## src/rtl/seg7_pkg.sv

```systemverilog
// Shared constants for the seven-segment scan controller: hex glyph table,
// blank pattern and digit index width.
package seg7_pkg;

  localparam int NUM_W = 3;

  localparam logic [7:0] SEG_BLANK = 8'hFF;

  // Active-low a..g glyphs for 0..F; entry 0 sits in the low 7 bits.
  localparam logic [15:0][6:0] HEX_SEG = {
    7'h0E, 7'h06, 7'h21, 7'h46, 7'h03, 7'h08, 7'h10, 7'h00,
    7'h78, 7'h02, 7'h12, 7'h19, 7'h30, 7'h24, 7'h79, 7'h40
  };

endpackage

```

## src/rtl/seg7_hex_enc.sv

```systemverilog
// Combinational nibble to active-low seven-segment (a..g) encoder.
module seg7_hex_enc
  import seg7_pkg::*;
(
  input  logic [3:0] nib,
  output logic [6:0] seg
);

  assign seg = HEX_SEG[nib];

endmodule

```

## src/rtl/seg7_scan_ctrl.sv

```systemverilog
// Time-multiplexed 8-digit common-anode scan controller with frame-aligned
// display update. Optional decimal points: define SEG7_SCAN_DP_EN.
module seg7_scan_ctrl
  import seg7_pkg::*;
#(
  parameter int DIV_CNT    = 50000,
  parameter int NUM_DIGITS = 8
) (
  input  logic             clk,
  input  logic             rst_n,
  input  logic [31:0]      disp_data,
  input  logic             disp_load,
  output logic             disp_ack,
  input  logic [7:0]       digit_en,
`ifdef SEG7_SCAN_DP_EN
  input  logic [7:0]       dp_mask,
`endif
  output logic [NUM_W-1:0] num,
  output logic [7:0]       seg,
  output logic             frame_done
);

  localparam int               PW       = $clog2(DIV_CNT);
  localparam logic [PW-1:0]    PS_LAST  = PW'(DIV_CNT - 1);
  localparam logic [NUM_W-1:0] NUM_LAST = NUM_W'(NUM_DIGITS - 1);

  logic [PW-1:0]    presc;
  logic             tick, wrap, pending;
  logic [31:0]      staging, live, live_nxt;
  logic [NUM_W-1:0] num_nxt;
  logic [3:0]       nib;
  logic [6:0]       hex;
  logic             dp_bit;
  logic [7:0]       seg_nxt;

  assign tick       = (presc == PS_LAST);
  assign wrap       = tick && (num == NUM_LAST);
  assign frame_done = wrap;
  assign disp_ack   = wrap && pending;

  always_ff @(posedge clk or negedge rst_n) begin
    if (!rst_n) presc <= '0;
    else        presc <= tick ? '0 : presc + PW'(1);
  end

  // seg is built from next-state num/live so both outputs move on one edge.
  always_comb begin
    num_nxt = num;
    if (tick) num_nxt = (num == NUM_LAST) ? '0 : num + NUM_W'(1);
    live_nxt = disp_ack ? staging : live;
  end

  assign nib = live_nxt[{num_nxt, 2'b00} +: 4];

  seg7_hex_enc u_enc (
    .nib (nib),
    .seg (hex)
  );

`ifdef SEG7_SCAN_DP_EN
  logic [7:0] dp_stage, dp_live, dp_live_nxt;

  assign dp_live_nxt = disp_ack ? dp_stage : dp_live;
  assign dp_bit      = ~dp_live_nxt[num_nxt];

  always_ff @(posedge clk or negedge rst_n) begin
    if (!rst_n) begin
      dp_stage <= '0;
      dp_live  <= '0;
    end else begin
      dp_live <= dp_live_nxt;
      if (disp_load) dp_stage <= dp_mask;
    end
  end
`else
  assign dp_bit = 1'b1;
`endif

  assign seg_nxt = digit_en[num_nxt] ? {dp_bit, hex} : SEG_BLANK;

  always_ff @(posedge clk or negedge rst_n) begin
    if (!rst_n) begin
      num <= '0;
      seg <= SEG_BLANK;
    end else begin
      num <= num_nxt;
      seg <= seg_nxt;
    end
  end

  // A load in the apply cycle re-arms pending, so it lands one frame later.
  always_ff @(posedge clk or negedge rst_n) begin
    if (!rst_n) begin
      staging <= '0;
      live    <= '0;
      pending <= 1'b0;
    end else begin
      live    <= live_nxt;
      pending <= disp_load | (pending & ~wrap);
      if (disp_load) staging <= disp_data;
    end
  end

endmodule

```

## config.mk

```make
export PLATFORM = sky130hd
export DESIGN_NAME = seg7_scan_ctrl
export DESIGN_NICKNAME = d
export VERILOG_FILES = /design/src/rtl/seg7_pkg.sv /design/src/rtl/seg7_hex_enc.sv /design/src/rtl/seg7_scan_ctrl.sv
export SDC_FILE = /design/constraint.sdc
export NUM_CORES = 1
export LEC_CHECK = 0
export ABC_AREA = 0
export CORE_MARGIN = 8
export CORE_UTILIZATION = 32
export CTS_CLUSTER_SIZE = 10
export DETAILED_ROUTE_END_ITERATION = 6
export PLACE_DENSITY = 0.59
export SKIP_LAST_GASP = 1
export SLEW_MARGIN = 20
export SYNTH_ARGS = -nofsm -noshare
export SYNTH_HDL_FRONTEND = slang
export SYNTH_HIERARCHICAL = 1
export SYNTH_SLANG_ARGS = --single-unit
```

## constraint.sdc

```tcl
create_clock -name clk -period 3 [get_ports clk]
set_input_delay 0.6 -clock clk [delete_from_list [all_inputs] [get_ports clk]]
set_output_delay 0.6 -clock clk [all_outputs]
set_load 0.05 [all_outputs]
```

After elaboration in Yosys (flattened, before gate mapping) --
Memories as Yosys holds them, arrays and structs flattened. Index checks and enable logic that the tools add are counted.
Storage, ports and cells: logic and storage cells 27, input port bits 43, ROM bits 112, memories kept 1, register bits after elaboration 92, output and inout port bits 13
Memories:
- (name not given) | depth 16, bits a word 7, rd ports 1, clocked after memory_dff 0, write ports 0, line seg7_hex_enc.sv:9 | assign seg = HEX_SEG[nib];
Cells by class: equality and inequality tests 2, shift operators 1, order comparisons 2, add/sub/neg operators 2, multiplexer cells 8, reduce and logical (&&, ||, !) cells 2, bitwise operators 3
Operators with widths (number):
- $mux W32 | 1
- $shiftx A32 B6 Y4 | 1
- $add A16 B1 Y16 const B | 1
- $eq A16 B16 Y1 const B | 1
- $mux W16 | 1
- $mux W7 | 2
- $mux W3 | 2
- $lt A4 B5 Y1 const B | 1
- $lt A3 B4 Y1 const B | 1
- $add A3 B1 Y3 const B | 1
- $bmux W1 S3 | 1
- $eq A3 B3 Y1 const B | 1
- $logic_and A1 B1 Y1 | 2
- $and A1 B1 Y1 | 1
- $mux W1 | 1
- $not A1 Y1 | 1
- $or A1 B1 Y1 | 1

Depth between registers and ports, before layout --
depth after elaboration 8, mapped depth 16, gate-level depth less buffers 14

Hierarchy --
The synthesis kept the hierarchy.
By module, submodules not included:
- seg7_scan_ctrl | sequential area each 2285.9 um^2, cells each 375, instances 1, area each 4429.2 um^2
- seg7_hex_enc | sequential area each 0.0 um^2, cells each 35, instances 1, area each 247.7 um^2

Worst setup path after synthesis --
Ideal clock, no wire load.
path type reg2out, start point reg num[1], end point out disp_ack, arrival time 2.660 ns, cell stages (with the launch flop) 7, data required time 2.400 ns, setup slack -0.260 ns, path buffers 1, cell sequence dfrtp_1 > ha_1 > ha_1 > clkbuf_1 > inv_1 > nor2_1 > and2_1
On the way: cells in the longest elaborated chain, start to end 3
Ends and longest elaborated chain:
- start: declaration | line seg7_scan_ctrl.sv:18 | output logic [NUM_W-1:0] num,
- start signal: assignment | line seg7_scan_ctrl.sv:86 | num <= num_nxt;
- $eq A3 B3 Y1 | line seg7_scan_ctrl.sv:37 | assign wrap = tick && (num == NUM_LAST);
- $logic_and A1 B1 Y1 | line seg7_scan_ctrl.sv:37
- via frame_done | line seg7_scan_ctrl.sv:20 | output logic frame_done
- $logic_and A1 B1 Y1 | line seg7_scan_ctrl.sv:39 | assign disp_ack = wrap && pending;
- end: declaration | line seg7_scan_ctrl.sv:13 | output logic disp_ack,
The timed path passes the listed nets, and every way through them passes these cells.

Final worst setup path --
start point reg presc[5], end point reg seg[1]
On the way: cells in the longest elaborated chain, start to end 8, elaborated cells between the ends (all ways) 11, classes of those cells eq/ne: 1; shift: 1; mux: 6; reduce/logical: 2; memory: 1
Ends and longest elaborated chain:
- start: declaration | line seg7_scan_ctrl.sv:27 | logic [PW-1:0] presc;
- start signal: assignment | line seg7_scan_ctrl.sv:43 | else presc <= tick ? '0 : presc + PW'(1);
- $eq A16 B16 Y1 * | line seg7_scan_ctrl.sv:36 | assign tick = (presc == PS_LAST);
- $logic_and A1 B1 Y1 | line seg7_scan_ctrl.sv:37
- $logic_and A1 B1 Y1 | line seg7_scan_ctrl.sv:39
- $mux W32 | line seg7_scan_ctrl.sv:50 | live_nxt = disp_ack ? staging : live;
- $shiftx A32 B6 Y4 * | line seg7_scan_ctrl.sv:53 | assign nib = live_nxt[{num_nxt, 2'b00} +: 4];
- via nib[0] | line seg7_scan_ctrl.sv:31 | logic [3:0] nib;
- $mem_v2 Z16 W7 *
- $mux W7 (not written as such) * | line seg7_hex_enc.sv:9
- via hex[1] | line seg7_scan_ctrl.sv:32 | logic [6:0] hex;
- $mux W7 * | line seg7_scan_ctrl.sv:79 | assign seg_nxt = digit_en[num_nxt] ? {dp_bit, hex} : SEG_BLANK;
- via seg_nxt[1] | line seg7_scan_ctrl.sv:34 | logic [7:0] seg_nxt;
- end signal: assignment | line seg7_scan_ctrl.sv:87 | seg <= seg_nxt;
- end: declaration | line seg7_scan_ctrl.sv:19 | output logic [7:0] seg,
The timed path passes the listed nets; every way through them passes the cells marked *. The select of a mux whose other input is x is not followed. A chain may end at the register's enable or synchronous reset.

==> reports/metrics.yaml <==
place:
  dp_hpwl_microns: 7920
  pre_cts_ws_ps: -157
  numPlacedInstances: 685
  numPortBuffers: 54
  gp_congestion: 0.912
clock_tree:
  cts.reportedPaths.clkPinSlew_ps: 60
  htreeDepth: 3
  cts_buffers: 9
  cts_tree: "built"
  hold_buffers: 0
  root_buffer: "clkbuf_16"
  cts_buffer_depth: 2
  worstSkewPairLatency_ps: 340
  cts.sinks: 91
power:
  leakagePower_nw: 2.89
  powerDensity_mw_per_mm2: 414
  vdd_drop_max_uv: 259
synth:
  ys.warnings.count: 6
  synthCells: 410
  synth_fa_ha_area_frac: 0.0268
  avgSynthCellArea_sq_um: 11.4
  synth_edf_count: 0
  synth_area_sq_mm: 0.00468
  synthSimpleGateAreaFrac: 0.128
  synthArstFlopShare: 1.00
  ys.flop_type: "dfrtp_1"
  ys_seq_area_frac: 0.489
  synth_compound_area_frac: 0.0864
  synth_nets: 463
  synth_xor_area_frac: 0.0243
  synth_cell_type_count: 48
  synth_top_family_by_area: "multiplexers"
  synthMuxAreaShare: 0.215
  postSynthRegisterBits: 91
global_routing:
  use_met1: 0.145
  antenna_found_initial: 0
  grt_busiest_layer: "met2"
  grt.total_usage: 0.120
  first_global_vias: 3605
  grt_util_met3: 0.0283
  globalRouteMet2Util: 0.205
  grt_pass1_wl_microns: 17700
  overflow: 0
  grt_max_degree: 58
setup_path:
  cp.required_ps: 3270
  cp-start-kind: "flip-flop"
  crit_type: "flip-flop to flip-flop"
  end_kind: "flip-flop"
  crit_arrival_ps: 3210
  crit_fanout: 5
sta:
  fmax_mhz: 340
  slew_headroom: 0.563
  hold_viol: 0
  tightest_slew_ps: 656
  finalCritPeriodShare: 0.980
  drv_slew: 0
  fin_ws_ps: 60.9
  rsz0062_at_grt: "yes"
  setup_viol: 0
  finClkSkew_ps: 6.98
  period_needed_ps: 2940
final_layout:
  final_common_cell: "dfrtp_1"
  stdcell_count: 704
  drive_above_1_share: 0.350
  area_delta_synth_final_pct: 36.0
  num_antenna_cells: 0
  final_nets: 569
  final_cell_mix: "dfrtp_1 (81), mux2_2 (59), buf_4 (58), clkdlybuf4s50_1 (51), nor2_1 (42)"
flow_run:
  drv_cap: 0
route:
  drtAntennaViolNets: 0
  vias: 3477
  dr.pass1.iters: 4
  vias_per_cell: 4.94
  drc: 0
  wl_per_cell_microns: 15.5
  first_iter_violations: 232
  wirelength_microns: 10900
die:
  dieWidth_microns: 137
  rows: 44
  die-area_sq_mm: 0.0187
  initial_utilization: 0.324
  die_h_microns: 137
  fp.coreArea_sq_mm: 0.0144
  top_level_ports: 56
status:
  status: "finished, final reports clean"
hold_path:
  hold_class: "input port to async pin"
-- report_power, final --
group	total (mW)	internal (mW)	switching [mW]
clock	1.13	0.689	0.445
combinational	0.191	0.109	0.0812
sequential	1.31	1.28	0.0307
-- path summary, 6_finish.rpt --
path,start,end,slack [ps],cells after the start
setup / recovery,presc[5],seg[1],60,13
hold / removal,rst_n,presc[14],220,1
setup reg to reg,presc[5],seg[1],60,13
hold reg to reg,presc[2],presc[2],500,1
max in group asynchronous,rst_n,staging[22],2130,2
min in group clk,presc[2],presc[2],500,1
-- sequential cells by signal (all words and copies together), names as in the netlist --
| signal | flops |
|---|---|
| pending | 1 |
| presc | 16 |
| seg | 7 |
| staging | 32 |
| live | 32 |
| num | 3 |
-- kinds of logic (layout without fill, tap and decap cells) --
kind of cell,count (synthesis),after routing
xor+xnor,13,13
mux,90,90
flops,91,91
buf+inv,29,138
simple gates,117,118
compound gates,59,59
other cells,1,1
fa+ha+maj,10,10
-- through the flow --
stage                     hold slack (ps)  setup TNS (ps)  total power, mW  instance area, sq um  utilization
after detailed placement              475            -435             1.53                  5860        0.406
after global routing                  246            -601             2.75                  6360        0.441
after global placement                476           -58.8             1.52                  5860        0.406
after floorplan                       304               0             1.41                  4730            -
final                                 215               0             2.63                  6360        0.441
after CTS                             227               0             2.68                  6230        0.432
-- final cells by class --
type | instances | area [sq um]
clock inverter | 3 | 47.5
timing repair buffer | 118 | 1090
clock buffer | 12 | 256
multi-input combinational | 291 | 2420
fill | 1350 | 8070
sequential | 91 | 2290
tap | 184 | 230
inverter | 5 | 18.8
-- worst max-delay path, stage by stage, from the launching register on --
cell      delay, ps
dfrtp_1         400
nor4bb_4        300
and4_4          320
buf_6           150
mux2i_4         290
buf_4           160
o221ai_1        110
o22ai_1         220
or2_1           190
buf_6           140
mux2_2          330
nand2_1          70
o21ai_1          60
nand2b_1        130
-- what timing repair did --
| action | 4_1_cts | 5_1_grt |
|---|---|---|
| setup endpoints to repair | 7 | 7 |
| gates cloned | 0 | 1 |
| pin swaps | 5 | 17 |
| resized for setup | 12 | 21 |
| buffers inserted | 2 | 4 |
-- Yosys cell counts (all sizes together) (2+ instances only) --
cell    number  area share
or2          5      0.0067
mux2        69        0.17
and3         6      0.0080
nor2        44       0.035
xnor2        4      0.0075
clkbuf      13       0.010
and2         2      0.0027
nand3       11       0.012
dfrtp       84        0.45
dfstp        7       0.039
o22ai       10       0.013
o221ai      16       0.030
nand3b       3      0.0048
a21oi       19       0.020
xor2         9       0.017
mux2i       21       0.048
o21ai        7      0.0075
ha          10       0.027
nand2       17       0.014
buf         11       0.016
nand2b      16       0.021
inv          5      0.0040
nor4b        2      0.0037
and4b        3      0.0064
-- metal layers --
layer  share of wire  routed length (microns)
met5               0                        0
met1            0.43                     4680
met4           0.015                      160
met3           0.050                      541
met2            0.51                     5510
(Power assumes the default switching activity.)
